<file path="src/rtl/counter_event_monitor.sv">
// Observes a 4-bit counter's RCO/LOAD outputs and queues timestamped event records in a FWFT FIFO.
// Define CNT_MON_EDGE_DETECT_EN to turn level events into rising-edge events.
module counter_event_monitor #(
    parameter int DEPTH = 4,
    parameter int TS_W  = 8
) (
    input  logic            clk,
    input  logic            RESET,
    input  logic            ENABLE,
    input  logic [3:0]      Q,
    input  logic            RCO,
    input  logic            LOAD,
    output logic            EV_VALID,
    input  logic            EV_READY,
    output logic [1:0]      EV_TYPE,
    output logic [3:0]      EV_Q,
    output logic [TS_W-1:0] EV_TS,
    output logic            FULL,
    output logic            EMPTY,
    output logic            OVERFLOW,
    output logic [7:0]      RCO_CNT
);

    localparam int AW = $clog2(DEPTH);

    typedef struct packed {
        logic [1:0]      kind;
        logic [3:0]      q;
        logic [TS_W-1:0] ts;
    } entry_t;

    entry_t          mem [DEPTH];
    entry_t          head;
    logic [AW:0]     wr_ptr;
    logic [AW:0]     rd_ptr;
    logic [TS_W-1:0] ts;
    logic            rco_ev;
    logic            load_ev;
    logic            push_req;
    logic            push;
    logic            pop;

`ifdef CNT_MON_EDGE_DETECT_EN
    logic rco_d;
    logic load_d;

    // History only advances while capture is enabled, so a level spanning a pause is one event.
    always_ff @(posedge clk or negedge RESET) begin
        if (!RESET) begin
            rco_d  <= 1'b0;
            load_d <= 1'b0;
        end else if (ENABLE) begin
            rco_d  <= RCO;
            load_d <= LOAD;
        end
    end

    assign rco_ev  = RCO && !rco_d;
    assign load_ev = LOAD && !load_d;
`else
    assign rco_ev  = RCO;
    assign load_ev = LOAD;
`endif

    // Extra wrap bit distinguishes full from empty when the index bits match.
    assign EMPTY    = (wr_ptr == rd_ptr);
    assign FULL     = (wr_ptr[AW] != rd_ptr[AW]) && (wr_ptr[AW-1:0] == rd_ptr[AW-1:0]);
    assign EV_VALID = !EMPTY;

    assign pop      = EV_VALID && EV_READY;
    assign push_req = ENABLE && (rco_ev || load_ev);
    // A pop in the same cycle frees the slot, so a full FIFO still accepts the push.
    assign push     = push_req && (!FULL || pop);

    // NOTE: sequential state uses non-blocking assignments so every register sees pre-edge values.
    always_ff @(posedge clk or negedge RESET) begin
        if (!RESET) begin
            ts       <= '0;
            wr_ptr   <= '0;
            rd_ptr   <= '0;
            OVERFLOW <= 1'b0;
            RCO_CNT  <= '0;
        end else begin
            if (ENABLE) ts <= ts + 1'b1;
            if (push) wr_ptr <= wr_ptr + 1'b1;
            if (pop) rd_ptr <= rd_ptr + 1'b1;
            if (push_req && !push) OVERFLOW <= 1'b1;
            if (ENABLE && rco_ev) RCO_CNT <= RCO_CNT + 1'b1;
        end
    end

    // NOTE: storage has no reset; the pointers alone decide which entries are meaningful.
    always_ff @(posedge clk) begin
        if (push) mem[wr_ptr[AW-1:0]] <= '{kind: {load_ev, rco_ev}, q: Q, ts: ts};
    end

    // NOTE: the default assignment first keeps this combinational block latch-free.
    always_comb begin
        head = '0;
        if (!EMPTY) head = mem[rd_ptr[AW-1:0]];
    end

    assign EV_TYPE = head.kind;
    assign EV_Q    = head.q;
    assign EV_TS   = head.ts;

endmodule

</file>
<file path="config.mk">
export PLATFORM = sky130hd
export DESIGN_NAME = counter_event_monitor
export DESIGN_NICKNAME = d
export VERILOG_FILES = /design/src/rtl/counter_event_monitor.sv
export SDC_FILE = /design/constraint.sdc
export NUM_CORES = 1
export LEC_CHECK = 0
export ABC_AREA = 1
export BUFFER_PORTS_ARGS = -buffer_cell sky130_fd_sc_hd__buf_2
export CAP_MARGIN = 30
export CORE_ASPECT_RATIO = 2
export CORE_MARGIN = 2
export CORE_UTILIZATION = 60
export DETAILED_ROUTE_END_ITERATION = 8
export GPL_TIMING_DRIVEN = 0
export PLACE_DENSITY_LB_ADDON = 0.12
export SYNTH_ARGS = -nofsm -noshare
export SYNTH_HDL_FRONTEND = slang
export SYNTH_SLANG_ARGS = --single-unit
</file>
<file path="constraint.sdc">
create_clock -name clk -period 3.62 [get_ports clk]
set_input_delay 0.362 -clock clk [delete_from_list [all_inputs] [get_ports clk]]
set_output_delay 0.362 -clock clk [all_outputs]
set_load 0.005 [all_outputs]
</file>
Word-level counts from Yosys, hierarchy flattened
Memories as Yosys holds them, arrays and structs flattened.
Cells that the tools add are included.
{"block": "op_classes", "n_eq_ne": 3, "muxes": 3, "n_addsub": 4, "reduce_logical": 11}
{"operator": "$add A8 B1 Y8 const B", "count": 2}
{"operator": "$mux W14", "count": 1}
{"operator": "$add A3 B1 Y3 const B", "count": 2}
{"operator": "$logic_and A1 B1 Y1", "count": 6}
{"operator": "$eq A3 B3 Y1", "count": 1}
{"operator": "$logic_not A1 Y1", "count": 3}
{"operator": "$eq A2 B2 Y1", "count": 1}
{"operator": "$logic_or A1 B1 Y1", "count": 2}
{"operator": "$mux W1", "count": 2}
{"operator": "$ne A1 B1 Y1", "count": 1}
{"block": "word_totals", "output_inout_bits": 26, "in_bits": 10, "ff_bits": 23, "mem_bits_rw": 56, "memories": 1, "word_cells": 27}
{"memory": "mem", "depth": 4, "width": 14, "read_ports": 1, "rd_clocked_by_memory_dff": 0, "wr": 1, "line_no": "32", "text": "entry_t mem [DEPTH];"}

Logic depth before layout (Yosys ltp)
Gate-level depths: netlist of the first run.
{"block": "depth", "word_depth": 7, "mapped_depth": 9, "depth_no_buf": 8}

Worst setup path before layout of the first run
OpenSTA, ideal clock, no wires.
{"block": "synth_path", "path_kind": "in2reg", "startpoint": "input ENABLE", "endpoint": "memory mem[0][0] (netlist name), enable pin", "path_stages": 5, "path_buffers": 1, "arrival_ns": 1.453, "path_slack_ns": 1.782, "path_cell_list": "buf_4 > nand2_4 > nand2_1 > nand2_2 > nor2_1"}
{"block": "synth_between", "elab_chain_cells": 4}
{"element": "start, declared", "line_no": "9", "text": "input logic ENABLE,"}
{"element": "$logic_and A1 B1 Y1", "line_no": "71", "text": "assign push_req = ENABLE && (rco_ev || load_ev);"}
{"element": "$logic_and A1 B1 Y1", "line_no": "73", "text": "assign push = push_req && (!FULL || pop);"}
{"element": "$mux W1", "line_no": "94", "text": "if (push) mem[wr_ptr[AW-1:0]] <= '{kind: {load_ev, rco_ev}, q: Q, ts: ts};"}
{"element": "$mux W1 (implied by the code)", "line_no": "94"}
{"element": "end, declared", "line_no": "32"}
No other way between the ends.

Worst setup path in the final report of the first run
{"block": "layout_path", "startpoint": "register wr_ptr[0]", "endpoint": "memory mem[3][0] (netlist name), enable pin"}
{"block": "layout_between", "elab_chain_cells": 7}
{"element": "start, declared", "line_no": "34", "text": "logic [AW:0] wr_ptr;"}
{"element": "start signal, assigned", "line_no": "85", "text": "if (push) wr_ptr <= wr_ptr + 1'b1;"}
{"element": "$eq A3 B3 Y1 or $eq A2 B2 Y1 (tied branches)", "line_no": "66, 67"}
{"element": "$logic_not A1 Y1 or $logic_and A1 B1 Y1 (tied branches)"}
{"element": "$logic_and A1 B1 Y1 or $logic_not A1 Y1 (tied branches)", "line_no": "70, 73"}
{"element": "$logic_or A1 B1 Y1", "line_no": "73"}
{"element": "$logic_and A1 B1 Y1", "line_no": "73"}
{"element": "$mux W1", "line_no": "94"}
{"element": "$mux W1 (implied by the code)", "line_no": "94"}
Parallel ways exist; a longest one is shown, timed or not.

==> flow_summary.json, run 1 <==
{
  "root_buffer": "clkbuf_16",
  "yosysSeqAreaShare_pct": 63.30,
  "row_count": 39,
  "cts_tree": "built",
  "required_ns": 3.67,
  "ant_nets": 0,
  "timing.hold.ws_ns": -0.01046,
  "syn_nets": 346,
  "dieHeight_microns": 113.0,
  "dpl.hpwl_microns": 4862,
  "timing.final.crit_period_ns": 2.224,
  "failed_checks": "negative hold slack",
  "syn_avg_cell_area_sq_um": 10.84,
  "insertion_delay_ns": 0.34,
  "hold_path.class": "in -> async",
  "crit_type": "reg -> reg",
  "grt_pass1_wl_microns": 10840,
  "netlist_top_cells_count": "nand2_1 (61), edfxtp_1 (56), nor2_1 (40)",
  "hold_violations": 23,
  "syn_to_final_growth_pct": 15.75,
  "fmax_mhz": 449.7,
  "dr.first_iter.drc_count": 117,
  "synth_most_common_cell": "nand2_1",
  "post-route-drc-count": 0,
  "fillCellCount": 421,
  "gp_congestion": 0.8205,
  "yosys-top-cells-area": "edfxtp_1 (47%), dfrtp_1 (16%), nand2_1 (6.4%), nor2_1 (4.2%), inv_1 (3.7%)",
  "cts_sinks": 79,
  "synth_cell_types": 31,
  "synth_area_sq_um": 3566,
  "core-area_sq_um": 5709,
  "grt_max_degree": 24,
  "synth_top_cell_by_area": "edfxtp_1",
  "grt_overflow_total": 0,
  "skew_ns": 0.003601,
  "io_pins": 36,
  "cts_buffers": 9,
  "tightest_slew_ns": 0.8662,
  "worstPathMaxFanout": 9,
  "num_vias": 2367,
  "synth_top_flop_cell": "edfxtp_1",
  "grt_pass1_vias": 2297,
  "max_cap_viol_count": 0,
  "area.sequential_sq_um": 2257,
  "ctsResizeCount": 0,
  "critPathLaunchType": "flip-flop",
  "wirelength_microns": 6941,
  "peakVddDrop_mv": 0.6980,
  "vias_per_cell": 5.331,
  "powerDensity_nw_per_um2": 897.2,
  "drv_slew": 0,
  "cts.path.max_buffers": 2,
  "start_util_pct": 62.46,
  "synthCells": 329,
  "holdBufCountCts": 0,
  "synth_edf_count": 56,
  "multi_input_area_sq_um": 1055,
  "antenna_found_initial": 0,
  "grt_use_total_pct": 23.17,
  "finalSetupTns_ns": 0,
  "final_util_pct": 72.30,
  "die_area_sq_um": 6613,
  "die_x_microns": 58.51,
  "finalSetupViolCount": 0,
  "rsz0062_at_grt": "no",
  "fin_nets": 395,
  "fin_crit_sh_pct": 61.43,
  "path_clk_slew_ns": 0.05,
  "wl_per_cell_microns": 15.63,
  "status": "finished, violations left",
  "htree_levels": 3,
  "yosysWarnings": 0,
  "drive_above_1_share_pct": 22.72,
  "end_kind": "flip-flop",
  "arrival_ns": 2.27,
  "power.leakage_uw": 0.001861,
  "ys_ff_latch": 79,
  "dr.pass1.iters": 4,
  "antenna_cells": 0,
  "synth_top_area_share_pct": 47.16,
  "cts_setup_buffers": 0,
  "portBuffers": 34,
  "slew-limit-headroom_pct": 42.04,
  "async_reset_ff_share_pct": 29.11,
  "totalPowerFinal_uw": 3703
}
## worst max-delay path: stages, from the launching register on
cell	delay [ns]
dfrtp_1	0.41
inv_1	0.12
nand2_1	0.08
nand2_2	0.07
nand4_2	0.13
nand2_2	0.12
nor2_1	0.68
buf_4	0.30
## flip-flops by register name, indices dropped and copies added (netlist names)
signal    flops
OVERFLOW      1
RCO_CNT       8
mem          56
rd_ptr        3
ts            8
wr_ptr        3
## logic make-up (layout without fill, tap and decap cells)
| family | after synthesis | after routing | share of synthesized area, % |
|---|---|---|---|
| adder cells (fa/ha/maj) | 7 | 7 | 2.456 |
| AO/OA/AOI/OAI | 43 | 43 | 6.035 |
| XOR/XNOR | 14 | 14 | 3.649 |
| buffers and inverters | 50 | 104 | 7.123 |
| AND/OR/NAND/NOR | 136 | 136 | 17.44 |
| flip-flops | 79 | 79 | 63.30 |
## where the power goes
| part | internal [uW] | switching [uW] | leakage, uW |
|---|---|---|---|
| clock | 527 | 333 | 0.000141 |
| sequential | 1260 | 185 | 0.000791 |
| combinational | 576 | 821 | 0.000929 |
| total | 2360 | 1340 | 0.00186 |
## through the flow
stage	std cells	setup WS, ns	cell area (sq um)
2_1_floorplan	329	1.782	3566
3_3_place_gp	424	1.164	3812
3_5_place_dp	428	1.316	3846
4_1_cts	444	1.355	4128
5_1_grt	444	1.220	4128
6_report	444	1.396	4128
## worst paths after layout
check / depth (start not counted) / end / startpoint / slack [ns]
setup / recovery: 7 / mem[3][0] / wr_ptr[0] / 1.40
hold reg to reg: 2 / OVERFLOW / OVERFLOW / 0.46
min in group clk: 1 / mem[2][9] / Q[1] / 0.24
max in group asynchronous: 1 / wr_ptr[0] / RESET / 3.28
setup reg to reg: 7 / mem[3][0] / wr_ptr[0] / 1.40
hold / removal: 1 / ts[0] / RESET / -0.01
## layout make-up
class	instances	share of cell area [%]
well taps	61	1.849
plain buffers	12	2.698
flip-flops and latches	79	54.68
clock inverters	5	1.182
multi-input cells	200	25.55
repair buffers	38	4.941
inverters	38	3.456
clock buffers	11	5.638
## cells in the final DEF, fill, tap and decap left out, types with 2 or more instances in the layout
cell / n
edfxtp_1: 56
clkinv_2: 3
inv_1: 35
o21ai_1: 19
xnor2_1: 4
buf_6: 6
clkbuf_1: 2
nor2_2: 10
xor2_1: 9
nand2_1: 61
buf_2: 38
ha_1: 7
inv_2: 2
nand3_1: 11
dfrtp_1: 23
buf_4: 5
clkinv_1: 2
nor2_1: 40
nand2_4: 2
o21ai_0: 23
nand2_2: 3
clkbuf_16: 9
## metal layers
metal / GRT usage (%) / wire length [microns]
met1: 24.14 / 2587
met2: 40.82 / 3848
met3: 6.629 / 323
met4: 11.47 / 182
met5: 0 / 0
No activity file was read; power rests on OpenSTA's default activity.
==> inputs of run 2 (changes only) <==
--- a/config.mk
+++ b/config.mk
@@ -10,7 +10,7 @@
 export CAP_MARGIN = 30
 export CORE_ASPECT_RATIO = 2
 export CORE_MARGIN = 2
-export CORE_UTILIZATION = 60
+export CORE_UTILIZATION = 58
 export DETAILED_ROUTE_END_ITERATION = 8
 export GPL_TIMING_DRIVEN = 0
 export PLACE_DENSITY_LB_ADDON = 0.12
==> constraint.sdc (replaced) <==
create_clock -name clk -period 2.2 [get_ports clk]
set_input_delay 0.22 -clock clk [delete_from_list [all_inputs] [get_ports clk]]
set_output_delay 0.22 -clock clk [all_outputs]
set_load 0.005 [all_outputs]
==> flow_summary.json, run 2 (synthesis gave the netlist of run 1 again) <==
{
  "status": "finished clean",
  "portBuffers": 34,
  "io_pins": 36,
  "dr.pass1.iters": 4,
  "htree_levels": 3,
  "wirelength_microns": 6740,
  "power.leakage_uw": 0.001859,
  "peakVddDrop_mv": 0.8481,
  "required_ns": 2.23,
  "seqPwrFrac_pct": 39.5,
  "cp_slowest_cell": "nor2_1",
  "end_kind": "flip-flop",
  "reg2reg_to": "mem[2][4]",
  "sw_frac_of_total_pct": 35.98,
  "antenna_found_initial": 0,
  "fin_area_sq_um": 4138,
  "hold_violations": 0,
  "grt_overflow_total": 0,
  "fin_crit_sh_pct": 94.88,
  "die_area_sq_um": 6830,
  "final_common_cell": "nand2_1",
  "gp_congestion": 0.7567,
  "max_cap_viol_count": 0,
  "grt_use_total_pct": 22.32,
  "cts_setup_buffers": 0,
  "holdPathStages": 1,
  "start_util_pct": 59.87,
  "postPlaceCellArea_sq_um": 3852,
  "grt_pass1_wl_microns": 10950,
  "hp-start": "Q[3]",
  "pwr-share-clk_pct": 22.5,
  "mostFrequentLayoutCells": "nand2_1 (61), edfxtp_1 (56), nor2_1 (39), buf_2 (38), inv_1 (35)",
  "finalSetupViolCount": 0,
  "syn_to_final_growth_pct": 16.04,
  "dpl.hpwl_microns": 4797,
  "slew-limit-headroom_pct": 52.34,
  "cts_buffers": 9,
  "worstPathMaxFanout": 9,
  "largest_register_ffs": 56,
  "grt_pass1_vias": 2293,
  "fin_nets": 396,
  "cts.path.max_buffers": 2,
  "fmax_mhz": 479.1,
  "drive_above_1_share_pct": 22.66,
  "critPathLaunchType": "flip-flop",
  "dieHeight_microns": 114.9,
  "path_clk_slew_ns": 0.06,
  "arrival_ns": 2.12,
  "cts_sinks": 79,
  "vias_per_cell": 5.255,
  "dr.first_iter.drc_count": 66,
  "powerDensity_nw_per_um2": 1454,
  "crit_chain": "inv_1, nand2_1, nand2_2, nand4_2, nand2_2, nor2_1, buf_4",
  "cp_top_family": "simple AND/OR/NAND/NOR gates",
  "dp.cells": 430,
  "num_vias": 2349,
  "final_util_pct": 69.47,
  "p_comb_share_pct": 38.0,
  "timing.final.crit_period_ns": 2.087,
  "post-route-drc-count": 0,
  "rsz0062_at_grt": "yes",
  "wl_per_cell_microns": 15.08,
  "core-area_sq_um": 5956,
  "crit_path_max_incr_delay_ns": 0.52,
  "crit_type": "reg -> reg",
  "ant_nets": 0,
  "antenna_cells": 0,
  "drv_slew": 0,
  "p_switching_uw": 2165,
  "r2r_setup_slack_ns": 0.11,
  "critPathBufInv": 2,
  "path_common_cell": "nand2_2",
  "row_count": 40,
  "instances_no_fill": 447,
  "reg2reg_depth": 7,
  "finalSetupTns_ns": 0,
  "min_to": "mem[2][11]",
  "worstReg2RegStart": "wr_ptr[0]",
  "skew_ns": 0.006457,
  "die_x_microns": 59.45,
  "grt_max_degree": 24,
  "root_buffer": "clkbuf_16",
  "tightest_slew_ns": 0.7123,
  "hold_path.class": "in -> reg",
  "cts_tree": "built",
  "intPower_uw": 3852,
  "insertion_delay_ns": 0.33
}
-- run 2: worst reg2reg max path: stages (launching register included) --
cell and delay [ns]:
dfrtp_1 0.41, inv_1 0.11, nand2_1 0.08, nand2_2 0.08, nand4_2 0.14, nand2_2 0.13
nor2_1 0.52, buf_4 0.31
-- run 2: per-layer routing --
layer	part of all wire [%]	global-route usage, %	vias up
li1	-	-	1176
met1	39	24.28	1121
met2	57	39.85	45
met3	3.1	4.949	7
met4	1.1	9.848	0
met5	0	0	-
-- run 2: area by class of cell --
| type | instances | area, sq um |
|---|---|---|
| sequential | 79 | 2257 |
| tap | 63 | 78.83 |
| buffer | 12 | 111.4 |
| inverter | 38 | 142.6 |
| timing repair buffer | 39 | 217.7 |
| clock buffer | 15 | 267.8 |
| clock inverter | 1 | 5.005 |
| fill | 455 | 1818 |
| multi-input combinational | 200 | 1057 |
-- run 2: stage by stage --
step / worst slack (ns) / hold slack, ns / total power, uW
after global placement: -0.2406 / 0.2306 / 4598
after detailed placement: 0.1160 / 0.2308 / 4703
after global routing: -0.04498 / 0.1007 / 6466
after CTS: 0.08842 / 0.1031 / 6063
after floorplan: 0.3691 / -0.07559 / 3880
final: 0.1126 / 0.1128 / 6016
-- run 2: how the worst max path moves through the flow --
stage,start,endpoint,slack (ns),depth (start not counted)
2_1_floorplan,wr_ptr[0],mem[0][0],0.37,6
3_3_place_gp,wr_ptr[0],mem[3][6],-0.24,6
3_5_place_dp,rd_ptr[0],mem[3][5],0.12,7
4_1_cts,wr_ptr[0],mem[3][3],0.09,7
5_1_grt,rd_ptr[0],mem[1][10],-0.04,7
6_report,wr_ptr[0],mem[2][4],0.11,7
-- run 2: power groups by stage --
stage / Sequential (uW) / Combinational [uW] / Clock (uW)
finish: 2380 / 2290 / 1350
detailed placement: 2400 / 2300 / 0
CTS: 2380 / 2320 / 1360
global placement: 2390 / 2210 / 0
floorplan: 2340 / 1540 / 0
global route: 2430 / 2600 / 1440
-- run 2: repair_timing --
action	CTS	global route
setup endpoints to repair	0	25
resized for setup	0	1
hold endpoints to repair	23	0
hold buffers	1	0
==> inputs of run 3 (changes only) <==
--- a/config.mk
+++ b/config.mk
@@ -10,7 +10,7 @@
 export CAP_MARGIN = 30
 export CORE_ASPECT_RATIO = 2
 export CORE_MARGIN = 2
-export CORE_UTILIZATION = 58
+export CORE_UTILIZATION = 40
 export DETAILED_ROUTE_END_ITERATION = 8
 export GPL_TIMING_DRIVEN = 0
 export PLACE_DENSITY_LB_ADDON = 0.12
==> constraint.sdc (replaced) <==
create_clock -name clk -period 2.65 [get_ports clk]
set_input_delay 0.265 -clock clk [delete_from_list [all_inputs] [get_ports clk]]
set_output_delay 0.265 -clock clk [all_outputs]
set_load 0.005 [all_outputs]
==> flow_summary.json, run 3 (synthesis gave the netlist of run 1 again) <==
{
  "status": "finished clean",
  "vias_per_cell": 4.884,
  "drv_slew": 0,
  "insertion_delay_ns": 0.33,
  "hold_path.class": "in -> reg",
  "fin_nets": 395,
  "antenna_found_initial": 0,
  "wirelength_microns": 7329,
  "cts_sinks": 79,
  "place_ws_ns": 0.5360,
  "htree_levels": 3,
  "hp-start": "Q[0]",
  "dr.pass1.iters": 4,
  "mostFrequentLayoutCells": "nand2_1 (61), edfxtp_1 (56), buf_2 (38), nor2_1 (38), inv_1 (35)",
  "required_ns": 2.68,
  "drive_above_1_share_pct": 22.98,
  "io_pins": 36,
  "dieHeight_microns": 137.5,
  "grt_use_total_pct": 16.63,
  "syn_to_final_growth_pct": 17.61,
  "start_util_pct": 41.23,
  "cts_buffers": 9,
  "critPathLaunchType": "flip-flop",
  "finalSetupTns_ns": 0,
  "tightest_slew_ns": 0.8469,
  "ctsResizeCount": 0,
  "arrival_ns": 2.12,
  "portBuffers": 34,
  "max_cap_viol_count": 0,
  "crit_type": "reg -> reg",
  "fmax_mhz": 479.6,
  "fin_crit_sh_pct": 78.69,
  "timing.final.crit_period_ns": 2.085,
  "grt_overflow_total": 0,
  "cp_top_family": "simple AND/OR/NAND/NOR gates",
  "num_vias": 2359,
  "crit_start": "wr_ptr[0]",
  "crit_chain": "inv_1, nand2_1, nand2_2, nand4_2, nand2_2, nor2_1, buf_4",
  "grt_pass1_vias": 2364,
  "wl_per_cell_microns": 15.17,
  "ant_nets": 0,
  "die_x_microns": 70.77,
  "dp.cells": 466,
  "power.leakage_uw": 0.001857,
  "worstReg2RegStart": "wr_ptr[0]",
  "row_count": 48,
  "largest_register_ffs": 56,
  "final_util_pct": 48.50,
  "post-route-drc-count": 0,
  "slew-limit-headroom_pct": 43.48,
  "cp_slowest_cell": "nor2_1",
  "dpl.hpwl_microns": 5103,
  "gp_congestion": 0.7086,
  "postPlaceCellArea_sq_um": 3900,
  "antenna_cells": 0,
  "finalSetupViolCount": 0,
  "peakVddDrop_mv": 0.4947,
  "grt_max_degree": 24,
  "worstPathMaxFanout": 9,
  "hold_violations": 0,
  "cts.path.max_buffers": 2,
  "die_area_sq_um": 9732,
  "critPathBufInv": 2,
  "worst_slack_ns": 0.5648,
  "end_kind": "flip-flop",
  "powerDensity_nw_per_um2": 1210,
  "crit_path_max_incr_delay_ns": 0.50,
  "root_buffer": "clkbuf_16",
  "fin_area_sq_um": 4194,
  "path_clk_slew_ns": 0.06,
  "rsz0062_at_grt": "no",
  "path_common_cell": "nand2_2",
  "grt_pass1_wl_microns": 11980,
  "instances_no_fill": 483,
  "skew_ns": 0.006816,
  "final_common_cell": "nand2_1",
  "core-area_sq_um": 8648,
  "dr.first_iter.drc_count": 114,
  "cts_tree": "built"
}
## run 3: changes by cell type in the layout (fill, tap and decap cells not counted)
cell,before,now
bufinv_16,0,1
clkbuf_1,4,3
clkinv_2,1,2
clkbuf_8,2,0
buf_4,4,3
clkinvlp_4,0,1
buf_6,7,6
buf_8,0,1
nor2_2,11,12
nor2_1,39,38
## run 3: routing by layer
| metal | routed length [microns] | GRT usage (%) | vias to the layer above |
|---|---|---|---|
| li1 | - | - | 1172 |
| met3 | 203 | 3.731 | 7 |
| met5 | 0 | 0 | - |
| met4 | 138 | 6.604 | 0 |
| met2 | 4178 | 31.26 | 42 |
| met1 | 2809 | 17.59 | 1138 |
## run 3: layout make-up
type	instances	area [sq um]
Fill cell	833	4454
Sequential cell	79	2257
Multi-Input combinational cell	200	1060
Clock buffer	12	236.5
Timing Repair Buffer	38	214.0
Inverter	38	142.6
Tap cell	100	125.1
Buffer	12	111.4
Clock inverter	4	47.55
## run 3: final timing paths
path | endpoint | slack [ns] | depth (start not counted)
setup reg to reg | mem[1][4] | 0.56 | 7
setup / recovery | mem[1][4] | 0.56 | 7
hold reg to reg | OVERFLOW | 0.46 | 2
min in group asynchronous | ts[4] | 0.45 | 2
max in group asynchronous | RCO_CNT[7] | 1.82 | 2
hold / removal | mem[0][8] | 0.15 | 1
## run 3: power breakdown
part / internal (uW) / switching [uW] / total, uW
Clock: 727 / 454 / 1180
Combinational: 788 / 1140 / 1920
Sequential: 1720 / 249 / 1970
Total: 3240 / 1840 / 5070
## run 3: worst register-to-register path, cell delays in order (launching register included)
cell	delay [ns]
dfrtp_1	0.42
inv_1	0.11
nand2_1	0.09
nand2_2	0.08
nand4_2	0.14
nand2_2	0.13
nor2_1	0.50
buf_4	0.32
## run 3: repair_timing
item | 4_1_cts | 5_1_grt
hold endpoints to repair | 23 | 0
hold buffers | 1 | 0
setup buffers | 0 | 0
## run 3: through the flow
step | power (uW) | hold WS (ns)
2_1_floorplan | 3221 | -0.03059
3_3_place_gp | 3900 | 0.2895
3_5_place_dp | 3970 | 0.2977
4_1_cts | 5172 | 0.1464
5_1_grt | 5458 | 0.1443
6_report | 5075 | 0.1550
